==> config.mk <==
export PLATFORM = sky130hd
export DESIGN_NAME = key_search_scheduler
export DESIGN_NICKNAME = d
export VERILOG_FILES = /design/src/rtl/key_search_scheduler.sv
export SDC_FILE = /design/constraint.sdc
export NUM_CORES = 1
export LEC_CHECK = 0
export CAP_MARGIN = 20
export CORE_ASPECT_RATIO = 0.7
export CORE_MARGIN = 3
export CORE_UTILIZATION = 50
export DETAILED_ROUTE_END_ITERATION = 7
export PLACE_DENSITY = 0.75
export SYNTH_ARGS = -nofsm -noshare
export SYNTH_HDL_FRONTEND = slang
export SYNTH_SLANG_ARGS = --single-unit
==> constraint.sdc <==
create_clock -name CLOCK_50 -period 6.03 [get_ports CLOCK_50]
set_input_delay 0.9045 -clock CLOCK_50 [delete_from_list [all_inputs] [get_ports CLOCK_50]]
set_output_delay 0.9045 -clock CLOCK_50 [all_outputs]
set_load 0.01 [all_outputs]
==> src/rtl/key_search_scheduler.sv <==
// Hands out candidate keys to a pool of decryption cores round-robin and
// reports either the first key that decrypts to valid text or exhaustion.
module key_search_scheduler #(
  parameter int                CORES     = 4,
  parameter int                KEY_W     = 24,
  parameter logic [KEY_W-1:0]  START_KEY = '0,
  parameter logic [KEY_W-1:0]  KEY_MAX   = 24'h3FFFFF
) (
  input  logic              CLOCK_50,
  input  logic              reset,
  input  logic              start,
  input  logic [CORES-1:0]  core_ready,
  input  logic [CORES-1:0]  core_done,
  input  logic [CORES-1:0]  core_found,
  output logic [CORES-1:0]  core_start,
  output logic [KEY_W-1:0]  core_key,
  output logic              core_abort,
  output logic              busy,
  output logic              found,
  output logic              not_found,
  output logic [KEY_W-1:0]  found_key
);

  localparam int IDX_W = (CORES > 1) ? $clog2(CORES) : 1;

  typedef enum logic [2:0] {IDLE, DISPATCH, DRAIN, FOUND, EXHAUSTED} state_t;

  state_t             state, state_d;
  logic [KEY_W-1:0]   next_key;
  logic [CORES-1:0]   outstanding;
  logic [IDX_W-1:0]   rr;
  logic [KEY_W-1:0]   key_q [CORES];

  logic               active, restart, dispatch;
  logic [CORES-1:0]   eligible, hit_vec;
  logic               pick_valid, hit_valid;
  logic [IDX_W-1:0]   pick_idx, hit_idx, idx;

  assign active   = (state == DISPATCH) || (state == DRAIN);
  assign busy     = active;
  assign restart  = start && !active;
  assign eligible = core_ready & ~outstanding;
  // Only a core that actually holds a key can report a hit.
  assign hit_vec  = core_done & core_found & outstanding;

  // NOTE: every combinational output gets a default first, so no path through
  // the block leaves a value held and no latch is inferred.
  always_comb begin
    pick_valid = 1'b0;
    pick_idx   = '0;
    idx        = '0;
    for (int off = 0; off < CORES; off++) begin
      idx = IDX_W'((int'(rr) + off) % CORES);
      if (!pick_valid && eligible[idx]) begin
        pick_valid = 1'b1;
        pick_idx   = idx;
      end
    end
  end

  // Scan downwards so the lowest-index hitting core wins.
  always_comb begin
    hit_idx = '0;
    for (int i = CORES - 1; i >= 0; i--) begin
      if (hit_vec[i]) hit_idx = IDX_W'(i);
    end
  end

  assign hit_valid = active && (hit_vec != '0);
  assign dispatch  = (state == DISPATCH) && pick_valid && !hit_valid;

  always_comb begin
    core_start = '0;
    core_key   = '0;
    if (dispatch) begin
      core_start[pick_idx] = 1'b1;
      core_key             = next_key;
    end
  end

  always_comb begin
    state_d = state;
    unique case (state)
      IDLE, FOUND, EXHAUSTED: if (start) state_d = DISPATCH;
      DISPATCH: begin
        if (hit_valid)                              state_d = FOUND;
        else if (dispatch && next_key == KEY_MAX)   state_d = DRAIN;
      end
      DRAIN: begin
        if (hit_valid)                  state_d = FOUND;
        else if (outstanding == '0)     state_d = EXHAUSTED;
      end
      default: state_d = IDLE;
    endcase
  end

  // NOTE: sequential state uses non-blocking assignments so every register
  // samples pre-edge values regardless of statement order.
  always_ff @(posedge CLOCK_50 or posedge reset) begin
    if (reset) begin
      state       <= IDLE;
      next_key    <= START_KEY;
      outstanding <= '0;
      rr          <= '0;
      found       <= 1'b0;
      not_found   <= 1'b0;
      found_key   <= '0;
      core_abort  <= 1'b0;
    end else begin
      state      <= state_d;
      core_abort <= 1'b0;
      if (restart) begin
        found       <= 1'b0;
        not_found   <= 1'b0;
        outstanding <= '0;
        next_key    <= START_KEY;
      end else begin
        outstanding <= (outstanding & ~core_done) | core_start;
        if (dispatch) begin
          rr <= (pick_idx == IDX_W'(CORES - 1)) ? '0 : pick_idx + 1'b1;
          if (next_key != KEY_MAX) next_key <= next_key + 1'b1;
        end
        if (hit_valid) begin
          found      <= 1'b1;
          found_key  <= key_q[hit_idx];
          core_abort <= 1'b1;
        end
        if (state == DRAIN && state_d == EXHAUSTED) not_found <= 1'b1;
      end
    end
  end

  // NOTE: key_q is deliberately not reset; an entry is only read while its
  // outstanding flag is set, and that flag is set on the same edge it is written.
  always_ff @(posedge CLOCK_50) begin
    if (dispatch) key_q[pick_idx] <= next_key;
  end

endmodule

==> run_results.csv <==
group,metric,value,unit
outcome,outcome,"finished, final reports clean",
pwr,intPower,0.002552,W
layout,drive_gt1_share,10.14,%
synth,synth_edf_count,96,
routing,routed_via_density,6.249,
clock_network,cts_resized,0,
layout,n_antenna_cell,0,
clock_network,cts_tree,"done",
sta,tightest_slew,986.8,ps
die,io_pins,71,
pwr,finalPower,0.003874,W
die,die_h,102.6,µm
setup_path,crit_start,"core_done[2]",
setup_path,crit_path_max_incr_delay,560,ps
setup_path,crit_arrival,3480,ps
sta,final-setup-viol-count,0,
place,dp_hpwl,9.875,mm
min_path,min_path_cells,2,
synth,synth_area,6659,µm²
run,maxCapViolCount,0,
setup_path,reg2reg_depth,6,
die,num_rows,34,
sta,hold_violations,0,
pwr,p_leak,3.189,nW
layout,nNetsFinal,599,
place,place_congestion,0.8072,
pwr,pwr-share-clk,27.7,%
clock_network,post-cts-setup-buffers,0,
setup_path,cp-end-kind,"primary output",
pwr,seqPwrFrac,42.4,%
sta,tns,0,ps
setup_path,cp.required,5130,ps
routing,dr_total_vias,4712,
die,die-area,14760,µm²
synth,ys.flop_type,"edfxtp_1",
sta,grt_setup_unrepaired,"false",
place,place.port_buffers,70,
sta,skew,12.60,ps
layout,final_cells,754,
setup_path,criticalPathCategory,"input port to primary output",
place,placedCellCount,722,
clock_network,clk_latency,420,ps
routing,drt-wirelength-per-cell,21.49,µm
setup_path,crit_family,"buffers and inverters",
die,die_x,143.9,µm
clock_network,cts_htree_levels,4,
sta,period_needed,4383,ps
routing,ant_nets,0,
synth,synth.distinct_cells,53,
setup_path,worst_setup_path_start_kind,"input port",
routing,drc,0,
setup_path,r2r_start,"next_key[0]",
synth,yosysSeqAreaShare,65.84,%
pwr,p_comb_share,29.9,%
sta,slew_headroom,34.21,%
routing,drt_iter0_markers,440,
synth,syn_avg_cell_area,13.13,µm²
global_routing,grt_first_pass_wirelength,25.26,mm
global_routing,grt_overflow,0,
sta,layout_worst_path_cycle_share,72.68,%
clock_network,clock-sinks,156,
sta,slew_violations,0,
routing,wl,16.20,mm
clock_network,clk_path_buf_depth,2,
die,core_area,12720,µm²
min_path,holdCritStartpoint,"found",
setup_path,critical_path_depth,8,
global_routing,grt_pass1_vias,4616,
setup_path,critPathMaxFanout,28,
pwr,p_sw,0.001323,W
synth,yosysWarnings,0,
pwr,p_per_area,477.4,nW/µm²
setup_path,crit_buf_inv,4,
global_routing,grt_start_max_net_pins,61,
min_path,hold_class,"flop to flop",
pwr,switching_share,34.14,%
synth,async_flop_share,38.46,%
synth,yosysTopAreaCell,"edfxtp_1",
clock_network,ctsHoldBuffers,0,
global_routing,antenna_found_initial,0,
die,initial_core_util,52.35,%
layout,nFillCells,930,
global_routing,grt_use_total,22.89,%
routing,dr.pass1.iters,5,
setup_path,critPathSlowestCell,"clkdlybuf4s50_1",
clock_network,cts_root_buffer,"clkbuf_16",
synth,syn_nets,527,
setup_path,crit_chain,"clkdlybuf4s50_1 -> nand3_1 -> buf_4 -> and4_1 -> buf_4 -> nand2_1 -> nor2_1 -> clkdlybuf4s50_1",
synth,synthTopCellsByArea,"edfxtp_1, dfrtp_1, mux2i_1, a221oi_1, and3_1",
synth,synth_cells,507,
clock_network,cts_buffers,17,
sta,max_freq,228.2,MHz
synth,synth_top_cell_area_share,43.29,%
layout,area_growth_syn_to_layout,21.87,%
pwr,vdd_drop_max,310.3,µV
setup_path,reg2reg_slack,3200,ps
clock_network,clkTransAtPathRegs,70,ps
synth,synth-seq-cells,156,
[kinds of logic after synthesis]
family	share of synthesized area, %
simple gates	13.51
compound gates	12.63
buf+inv	2.574
xor+xnor	0.1316
flops	65.84
mux	4.378
fa+ha+maj	0.9395
[routing by layer]
layer  track usage (%)  wire length, µm
met2             35.70             7518
met1             31.84             7097
met4             8.321              318
met3             5.471             1270
met5                 0                0
[tightest hold or removal path, delay by kind of cell, from the launching register on]
| kind | cells | cell delay, ps |
|---|---|---|
| AND/OR/NAND/NOR | 2 | 120 |
| flip-flops | 1 | 340 |
[power by group through the flow]
stage	Clock, W	Sequential [W]	Combinational (W)
floorplan	0	0.00165	0.000667
global placement	0	0.00164	0.00113
detailed placement	0	0.00166	0.00115
CTS	0.00108	0.00164	0.00116
global route	0.00113	0.00167	0.00127
finish	0.00107	0.00164	0.00116
[cell usage in the layout (no fill, tap or decap), types with 2 or more instances in the layout]
master / n
a31oi_1: 3
inv_1: 5
clkinv_8: 2
nor3_1: 5
a41o_1: 3
inv_6: 4
o21ai_0: 11
clkbuf_16: 17
nand2_1: 17
or3_1: 4
nor2b_1: 7
clkdlybuf4s50_1: 70
ha_1: 5
nand2b_1: 11
and2_1: 3
buf_4: 13
or2_2: 2
mux2i_1: 28
o311ai_0: 3
nor2_1: 40
and4_1: 3
o21a_1: 6
nor4_1: 2
dfrtp_1: 60
nor2_2: 2
o41ai_1: 3
nand3_1: 15
inv_8: 5
a221oi_1: 24
o211ai_1: 2
a21oi_1: 17
or4_1: 8
o31ai_1: 9
edfxtp_1: 96
and3_1: 30
nand4_1: 8
o22ai_1: 25
[Yosys cell counts (11+ instances only)]
cell type,number
nand2b_1,11
a21oi_1,18
dfrtp_1,60
clkbuf_1,19
o21ai_0,11
o22ai_1,25
nand2_1,17
edfxtp_1,96
mux2i_1,28
nand3_1,15
and3_1,30
nor2_1,40
a221oi_1,24
[path summary, 6_finish.rpt]
| path | end |
|---|---|
| max in group asynchronous | next_key[4] |
| max reg2reg | next_key[12] |
| max | core_key[4] |
| min in group asynchronous | found_key[19] |
| min | found |
| min reg2reg | found |
[state kept, by name, summed over array words and instances, names as in the netlist]
register and cells:
outstanding 4, not_found 1, core_abort 1, found_key 24, key_q 96, rr 2
next_key 24, state 3, found 1
[stage by stage]
stage	area [µm²]	utilization (%)	hold slack, ps	setup slack [ps]
2_1_floorplan	6659	-	522.6	2573
3_3_place_gp	7515	59.08	488.7	1758
3_5_place_dp	7515	59.08	488.5	1676
4_1_cts	8115	63.80	503.7	1664
5_1_grt	8115	63.80	586.0	1499
6_report	8115	63.80	496.3	1647
[area by class of cell]
class                      instances  area [µm²]  share of cell area (%)
multi-input combinational        315        2107                   25.96
timing repair buffer              83       798.3                   9.837
tap                              162       202.7                   2.498
inverter                           6       22.52                  0.2775
clock inverter                    15       175.2                   2.158
sequential                       156        4384                   54.02
clock buffer                      17       425.4                   5.242
(Power assumes the default switching activity.)
